[src/rtl/division_repeated_subtraction_pkg.sv]
// Shared constants and FSM state encoding for the repeated-subtraction divider.
package division_repeated_subtraction_pkg;

  localparam int DEFAULT_W = 16;

  typedef enum logic [1:0] {
    IDLE = 2'd0,
    SUB  = 2'd1,
    DONE = 2'd2
  } state_t;

endpackage

[src/rtl/division_repeated_subtraction_ctrl.sv]
// Control FSM for the divider: accepts a request, sequences subtractions, pulses done.
module div_ctrl
  import division_repeated_subtraction_pkg::*;
(
  input  logic clk,
  input  logic rst,
  input  logic start,
  input  logic divz,
  input  logic lt,
  output logic ld,
  output logic sub,
  output logic busy,
  output logic done
);

  state_t r_state;
  state_t w_next;

  // NOTE: sequential state uses non-blocking assignments so every register
  // samples pre-edge values, regardless of block ordering in simulation.
  always_ff @(posedge clk or posedge rst) begin
    if (rst) r_state <= IDLE;
    else     r_state <= w_next;
  end

  // NOTE: the default assignment up front keeps this block latch-free.
  always_comb begin
    w_next = r_state;
    unique case (r_state)
      IDLE:    if (start) w_next = divz ? DONE : SUB;
      SUB:     if (lt)    w_next = DONE;
      DONE:    w_next = IDLE;
      default: w_next = IDLE;
    endcase
  end

  // A zero divisor goes straight to DONE, so busy is just "in SUB".
  always_comb begin
    ld   = (r_state == IDLE) && start;
    sub  = (r_state == SUB) && !lt;
    busy = (r_state == SUB);
    done = (r_state == DONE);
  end

endmodule

[src/rtl/division_repeated_subtraction.sv]
// Unsigned divider by repeated subtraction: one subtract per clock, registered results.
module division_repeated_subtraction
  import division_repeated_subtraction_pkg::*;
#(
  parameter int W = DEFAULT_W
) (
  input  logic         clk,
  input  logic         rst,
  input  logic         start,
  input  logic [W-1:0] dividend,
  input  logic [W-1:0] divisor,
  output logic         busy,
  output logic         done,
  output logic [W-1:0] quotient,
  output logic [W-1:0] remainder,
  output logic         dbz
);

  logic [W-1:0] r_rem;
  logic [W-1:0] r_den;
  logic [W-1:0] r_quo;
  logic         r_dbz;

  logic         w_ld;
  logic         w_sub;
  logic         w_divz;
  logic         w_lt;
  logic [W-1:0] w_diff;

  assign w_divz = (divisor == '0);
  assign w_lt   = (r_rem < r_den);
  assign w_diff = r_rem - r_den;

  div_ctrl u_ctrl (
    .clk   (clk),
    .rst   (rst),
    .start (start),
    .divz  (w_divz),
    .lt    (w_lt),
    .ld    (w_ld),
    .sub   (w_sub),
    .busy  (busy),
    .done  (done)
  );

  // Subtraction only fires while R>=D, so R never underflows and Q tops out at R's max.
  always_ff @(posedge clk or posedge rst) begin
    if (rst) begin
      r_rem <= '0;
      r_den <= '0;
      r_quo <= '0;
      r_dbz <= 1'b0;
    end else if (w_ld) begin
      r_rem <= dividend;
      r_den <= divisor;
      r_quo <= w_divz ? '1 : '0;
      r_dbz <= w_divz;
    end else if (w_sub) begin
      r_rem <= w_diff;
      r_quo <= r_quo + W'(1);
    end
  end

  assign quotient  = r_quo;
  assign remainder = r_rem;
  assign dbz       = r_dbz;

endmodule

[config.mk]
export PLATFORM = sky130hd
export DESIGN_NAME = division_repeated_subtraction
export DESIGN_NICKNAME = d
export VERILOG_FILES = /design/src/rtl/division_repeated_subtraction_pkg.sv /design/src/rtl/division_repeated_subtraction_ctrl.sv /design/src/rtl/division_repeated_subtraction.sv
export SDC_FILE = /design/constraint.sdc
export NUM_CORES = 1
export LEC_CHECK = 0
export CORE_MARGIN = 3
export CORE_UTILIZATION = 46
export DETAILED_ROUTE_END_ITERATION = 10
export PLACE_DENSITY = 0.74
export SLEW_MARGIN = 25
export SYNTH_ARGS = -nofsm -noshare
export SYNTH_HDL_FRONTEND = slang
export SYNTH_SLANG_ARGS = --single-unit
[constraint.sdc]
create_clock -name clk -period 6.2 [get_ports clk]
set_input_delay 1.24 -clock clk [delete_from_list [all_inputs] [get_ports clk]]
set_output_delay 1.24 -clock clk [all_outputs]
set_load 0.05 [all_outputs]
Word level (Yosys, flattened, before mapping)
Index checks and enable logic that the tools add are counted.

word-level totals
  register bits = 51
  input port bits = 35
  output and inout bits = 35
  word-level logic and storage cells = 28

operators by class
  add/subtract/negate cells = 2
  $lt $le $gt $ge = 1
  eq/ne operators = 4
  muxes and demuxes = 9
  reduce and logical (&&, ||, !) cells = 7

operator list
  kind                     number
  $mux W16                 5
  $add A16 B1 Y16 const B  1
  $logic_not A16 Y1        1
  $lt A16 B16 Y1           1
  $sub A16 B16 Y16         1
  $mux W2                  3
  $pmux W2 S2              1
  $eq A2 B1 Y1 const B     1
  $eq A2 B2 Y1 const B     1
  $logic_and A1 B1 Y1      2
  $logic_not A2 Y1         1
  $ne A2 B1 Y1 const B     1
  $ne A2 B2 Y1 const B     1
  $reduce_and A2 Y1        1
  $reduce_bool A2 Y1       1
  $logic_not A1 Y1         1

Logic depth before layout (Yosys ltp)
Gate-level depths: netlist (run 1).

  word-level depth = 5
  mapped depth = 11
  mapped depth without buffers = 10

Modules after synthesis
A second synthesis (run 1) with hierarchy kept.

unflattened totals
  cell total of the unflattened synthesis = 336
  area total of the unflattened synthesis = 3,084.2 sq um

by module, submodules not included
  module                         instances  cells an instance  area each (sq um)  seq. area each (sq um)
  division_repeated_subtraction  1          324                2,975.4            1,226.2
  div_ctrl                       1          12                 108.9              50.0

Worst setup path after synthesis (run 1)
Ideal clock, no wire load.

  path type = flip-flop to flip-flop
  from = register r_rem[0] (netlist: remainder[0])
  to = register r_quo[9] (netlist: quotient[9])
  library setup time = 0.082 ns
  arrival = 2.978 ns
  data required time = 6.118 ns
  setup slack = 3.140 ns
  cell stages (with the launch flop) = 12
  path buffers = 1
  clock period less this slack = 3.060 ns
  cell sequence = dfrtp_1 -> inv_1 -> ha_1 -> fa_1 -> nand2b_1 -> a21oi_2 -> o21ai_1 -> a21oi_4 -> o2111ai_4 -> buf_6 -> or4_1 -> a31oi_1

between the ends
  cells in the longest elaborated chain, start to end = 4

ends and longest elaborated chain
  what                          line                                      text
  start: declaration            division_repeated_subtraction.sv:19       logic [W-1:0] r_rem;
  start signal: assignment      division_repeated_subtraction.sv:54       r_rem <= dividend;
  start signal: assignment      division_repeated_subtraction.sv:59       r_rem <= w_diff;
  $lt A16 B16 Y1                division_repeated_subtraction.sv:31       assign w_lt = (r_rem < r_den);
  $logic_not A1 Y1              division_repeated_subtraction_ctrl.sv:40  sub = (r_state == SUB) && !lt;
  $logic_and A1 B1 Y1           division_repeated_subtraction_ctrl.sv:40
  $reduce_bool A2 Y1 (no line)  n/a
  end signal: assignment        division_repeated_subtraction.sv:56       r_quo <= w_divz ? '1 : '0;
  end signal: assignment        division_repeated_subtraction.sv:60       r_quo <= r_quo + W'(1);
  end: declaration              division_repeated_subtraction.sv:21       logic [W-1:0] r_quo;

No other way between the ends.
A chain may end at the register's enable or synchronous reset.

Final worst setup path (run 1)
  from = register r_rem[0] (netlist: remainder[0])
  to = register r_quo[11] (netlist: quotient[11])

Same word-level chain as after synthesis.

==> results of run 1 <==
## how the worst min path moves through the flow
stage | to | slack, ps
2_1_floorplan | u_ctrl.r_state[1] | 450
3_3_place_gp | r_den[0] | 470
3_5_place_dp | u_ctrl.r_state[1] | 490
4_1_cts | u_ctrl.r_state[1] | 510
5_1_grt | u_ctrl.r_state[1] | 520
6_report | u_ctrl.r_state[1] | 500
## critical path, delay by kind of cell, from the launching register on
family,cells,cell delay [ps]
flip-flops,1,390
adder cells (fa/ha/maj),2,610
AND/OR/NAND/NOR,2,780
buffers and inverters,1,50
AO/OA/AOI/OAI,5,1140
## sequential cells by signal, summed over array words and instances (netlist names)
name / flops
u_ctrl.r_state: 2
remainder: 16
dbz: 1
quotient: 16
r_den: 16
## layer usage
layer / up-vias / routed length, um / GRT usage
met4: 0 / 175 / 0.06888
met5: - / 0 / 0
met1: 1390 / 3890 / 0.2873
met2: 67 / 3603 / 0.3127
met3: 12 / 329 / 0.03923
li1: 1446 / - / -
## cell families (layout without fill, tap and decap cells)
| family | Yosys count | count (layout) | synth area share |
|---|---|---|---|
| buffers and inverters | 40 | 102 | 0.05335 |
| AOI/OAI and AO/OA | 100 | 100 | 0.2087 |
| adders and majority gates | 18 | 18 | 0.07190 |
| xor gates and xnor gates | 16 | 16 | 0.04329 |
| muxes | 2 | 2 | 0.006185 |
| DFF | 51 | 51 | 0.3943 |
| and+or+nand+nor | 143 | 143 | 0.2223 |
## layout make-up
class	count	share of cell area
clock inverter	3	0.004928
sequential	51	0.3141
multi-input combinational	279	0.4407
tap	93	0.02864
timing repair buffer	70	0.1719
inverter	24	0.02279
clock buffer	5	0.01694
## stage by stage
| step | setup slack (ps) | utilization | instance area (um^2) |
|---|---|---|---|
| 2_1_floorplan | 3140 | - | 3237 |
| 3_3_place_gp | 2966 | 0.6043 | 3969 |
| 3_5_place_dp | 2895 | 0.6047 | 3971 |
| 4_1_cts | 3103 | 0.6182 | 4060 |
| 5_1_grt | 2900 | 0.6186 | 4063 |
| 6_report | 3147 | 0.6186 | 4063 |
## cell usage in the layout (no fill, tap or decap), types with 2 or more instances in the layout
cell type and instances:
a21oi_1 21, ha_1 17, and2_1 3, or4_1 5, clkdlybuf4s50_1 69, a311oi_1 2
xnor2_1 6, nor3_1 9, nor2b_1 2, o21ai_0 31, mux2i_1 2, xor2_1 10
nor4_1 6, nand2b_1 4, nand2_1 47, clkinvlp_4 2, o2111ai_1 2, a211oi_1 5
a21o_1 2, dfrtp_1 51, o211ai_1 4, o21a_1 5, o31ai_1 5, nor3b_1 2
nand3_1 26, nor2_1 23, clkbuf_8 5, or2_2 2, a31oi_1 9, inv_1 23
==> metrics.yaml, run 1 <==
drt-initial-drc-count: 200
synth_common_cells: "51 x dfrtp_1, 47 x nand2_1, 31 x o21ai_0"
die_h_um: 89.89
core_mm2: 0.006568
cts_made_buffers: 5
track_usage: 0.2029
post_cts_resize_count: 0
final_cells: 525
grt_start_max_net_pins: 52
initial_core_util: 0.4929
cp.required_ps: 6430
boundaryPins: 70
cp_max_fo: 13
drv_cap: 0
wirelength_um: 7999
ys.flop_type: "dfrtp_1"
dr.pass1.iters: 4
ys_seq_area_frac: 0.3943
cp-start-kind: "flip-flop"
die_area_mm2: 0.008079
yosysTopAreaCell: "dfrtp_1"
syn_avg_cell_area_um2: 8.748
report.final.slew_viol_count: 0
crit_chain: "inv_1 > ha_1 > fa_1 > nand2b_1 > a21oi_2 > o21ai_1 > a21oi_4 > o2111ai_4 > or4_1 > a31oi_1"
synth_most_common_cell: "dfrtp_1"
antenna_found_initial: 0
hpwl_um: 5836
holdCritStartpoint: "u_ctrl.r_state[1]"
nFillCells: 582
post-route-period-util: 0.4925
critPathMaxStageDelay_ps: 570
status: "completed"
grt_setup_unrepaired: "false"
cts_buffer_depth: 2
fin_crit_ps: 3053
ys_seq_elements: 51
slew_headroom: 0.3674
crit-reg2reg-launch: "remainder[0]"
crit_path_end_kind: "flip-flop"
htreeDepth: 2
die_w_um: 89.89
area_delta_synth_final_pct: 25.51
vias: 2915
ant_nets: 0
cp-endpoint: "quotient[11]"
syn_nets: 423
crit_start: "remainder[0]"
synth_edf_count: 0
wire_per_inst_um: 15.24
placed_cells: 517
post_cts_buffers: 0
drive_above_1_share: 0.06250
r2r_end: "quotient[11]"
whs_ps: 501.1
critPathKind: "reg2reg"
clock_latency_ps: 310
setup_viol: 0
clkSlewWorstSetupHoldPaths_ps: 100
worst_pin_slew_ps: 945.3
yosysWarnings: 0
grt_pass1_vias: 2849
netlist.area_leader.share: 0.3943
cts.sinks: 51
vias_per_cell: 5.552
ff2ff_path_depth: 10
port-buffer-count: 69
clock_skew_ps: 5.142
holdPathStages: 1
route.detailed.drc: 0
timing.hold.worst.class: "reg2reg"
grt_pass1_wl_um: 13740
multi_input_area_mm2: 0.001790
crit_slowest_cell: "or4_1"
achievable-frequency_mhz: 327.5
place.gp.congestion: 0.8478
synth_area_leaders: "dfrtp_1 39%, ha_1 6.6%, nand2_1 5.5%"
crit_arrival_ps: 3280
clockRootBuffer: "clkbuf_8"
num_rows: 29
cts_tree: "done"
async_flop_share: 1.000
finalNetCount: 484
ys_types: 61
grt_overflow_total: 0
num_antenna_cells: 0
finalHoldViolations: 0
ctsHoldBuffers: 0
fin_setup_tns_ps: 0
synthesis.area_mm2: 0.003237
synth_cells: 370
regArea_mm2: 0.001276
r2r_setup_slack_ps: 3150
Power of run 1 is not shown: default switching activity piles up to over one toggle a cycle in this logic, so the estimate is an artifact.
==> run 2, diff against run 1 <==
==> constraint.sdc (replaced) <==
create_clock -name clk -period 3.1 [get_ports clk]
set_input_delay 0.62 -clock clk [delete_from_list [all_inputs] [get_ports clk]]
set_output_delay 0.62 -clock clk [all_outputs]
set_load 0.05 [all_outputs]
==> metrics.yaml, run 2 (same netlist as run 1, synthesis figures left out) <==
status: "completed"
fin_crit_ps: 2896  # -157.0 ps
finalNetCount: 496  # +2.5%
core_mm2: 0.006568  # unchanged
place.gp.congestion: 0.8374  # -1.2%
hold_end: "dbz"
top_usage_layer: "met2"
cts.sinks: 51  # unchanged
timing.hold.worst.class: "reg2reg"
wire_per_inst_um: 15.87  # +4.2%
grt_pass1_wl_um: 14070  # +2.4%
holdPathStages: 1  # unchanged
dr.pass1.iters: 4  # unchanged
grtUsageMet3: 0.03840  # -0.0008347
holdCritStartpoint: "dbz"
clockRootBuffer: "clkbuf_8"
drive_above_1_share: 0.08559  # +0.02309
critPathKind: "reg2reg"
crit-reg2reg-launch: "remainder[0]"
vias_per_cell: 5.570  # +0.31%
crit_start: "remainder[0]"
die_w_um: 89.89  # unchanged
die_h_um: 89.89  # unchanged
grt_pass1_vias: 2886  # +1.3%
post-route-util: 0.6354  # +0.01677
whs_ps: 499.4  # -1.783 ps
grt_overflow_total: 0  # unchanged
setup_viol: 0  # unchanged
nFillCells: 606  # +4.1%
num_antenna_cells: 0  # unchanged
final_area_mm2: 0.004173  # +2.7%
cts_buffer_depth: 2  # unchanged
cp_max_fo: 8  # -5
antenna_found_initial: 0  # unchanged
ff2ff_path_depth: 10  # unchanged
cp.required_ps: 3330  # -3100 ps
route.detailed.drc: 0  # unchanged
clkSlewWorstSetupHoldPaths_ps: 100  # about the same
cts_made_buffers: 5  # unchanged
cts_tree: "done"
hpwl_um: 6367  # +9.1%
track_usage: 0.2102  # +0.007318
finalHoldViolations: 0  # unchanged
worst_pin_slew_ps: 971.5  # +26.12 ps
htreeDepth: 2  # unchanged
port-buffer-count: 69  # unchanged
r2r_end: "quotient[9]"
crit_arrival_ps: 3130  # -150 ps
die_area_mm2: 0.008079  # unchanged
crit_path_end_kind: "flip-flop"
vias: 2991  # +2.6%
num_rows: 29  # unchanged
cp-start-kind: "flip-flop"
r2r_setup_slack_ps: 200  # -2940 ps
grt_use_met1: 0.2857  # -0.001605
achievable-frequency_mhz: 345.3  # +5.4%
final_cell_mix: "69 x clkdlybuf4s50_1, 51 x dfrtp_1, 47 x nand2_1"
clock_skew_ps: 10.68  # +5.540 ps
boundaryPins: 70  # unchanged
clock_latency_ps: 310  # about the same
wirelength_um: 8524  # +6.6%
area_delta_synth_final_pct: 28.91
met2_usage: 0.3496  # +0.03697
drv_cap: 0  # unchanged
ant_nets: 0  # unchanged
post_cts_resize_count: 0  # unchanged
place_area_mm2: 0.004029  # +1.4%
report.final.slew_viol_count: 0  # unchanged
drt-initial-drc-count: 170  # -15%
final_common_cell: "clkdlybuf4s50_1"
initial_core_util: 0.4929  # unchanged
grt_start_max_net_pins: 35  # -33%
slew_headroom: 0.3500  # -0.01748
post-route-period-util: 0.9343  # +0.4418
[run 2: repair_timing]
action | CTS | global route
buffers inserted | 0 | 4
endpoints found under the setup margin | 0 | 4
hold buffers | 0 | 0
[run 2: worst max path at each step]
stage | slack, ps | cells after the start | end
finish | 200 | 10 | quotient[9]
global route | -3 | 10 | quotient[9]
CTS | 170 | 10 | quotient[9]
detailed placement | 190 | 10 | quotient[13]
global placement | 330 | 10 | quotient[15]
floorplan | 40 | 11 | quotient[9]
[run 2: metrics by stage]
stage          setup TNS [ps]  std cells  setup slack [ps]
2_1_floorplan               0        370             40.26
3_3_place_gp                0        525             328.8
3_5_place_dp                0        525             191.5
4_1_cts                     0        533             171.8
5_1_grt                -3.211        537            -3.211
6_report                    0        537             203.6
[run 2: metal layers]
layer | vias to the layer above | wire length, um | share of wire
met5 | - | 0 | 0
met4 | 0 | 124 | 0.015
met3 | 10 | 361 | 0.042
met2 | 78 | 4168 | 0.49
met1 | 1430 | 3870 | 0.45
li1 | 1473 | - | -
[run 2: cell type report]
type	instances	area, um^2	share of cell area
clock buffer	5	68.82	0.01649
clock inverter	3	47.55	0.01139
inverter	24	90.09	0.02159
multi-input combinational	279	1788	0.4285
sequential	51	1276	0.3058
tap	93	116.4	0.02789
timing repair buffer	82	785.8	0.1883
[run 2: critical path: stages, from the launching register on]
cell       delay (ps)
dfrtp_1           390
inv_1              50
ha_1              210
fa_1              390
nand2b_1          210
a21oi_2           230
o21ai_1           180
a21oi_4           230
o2111ai_4         210
or4_1             540
a31oi_1           180
Power of run 2 is left out for the same reason.
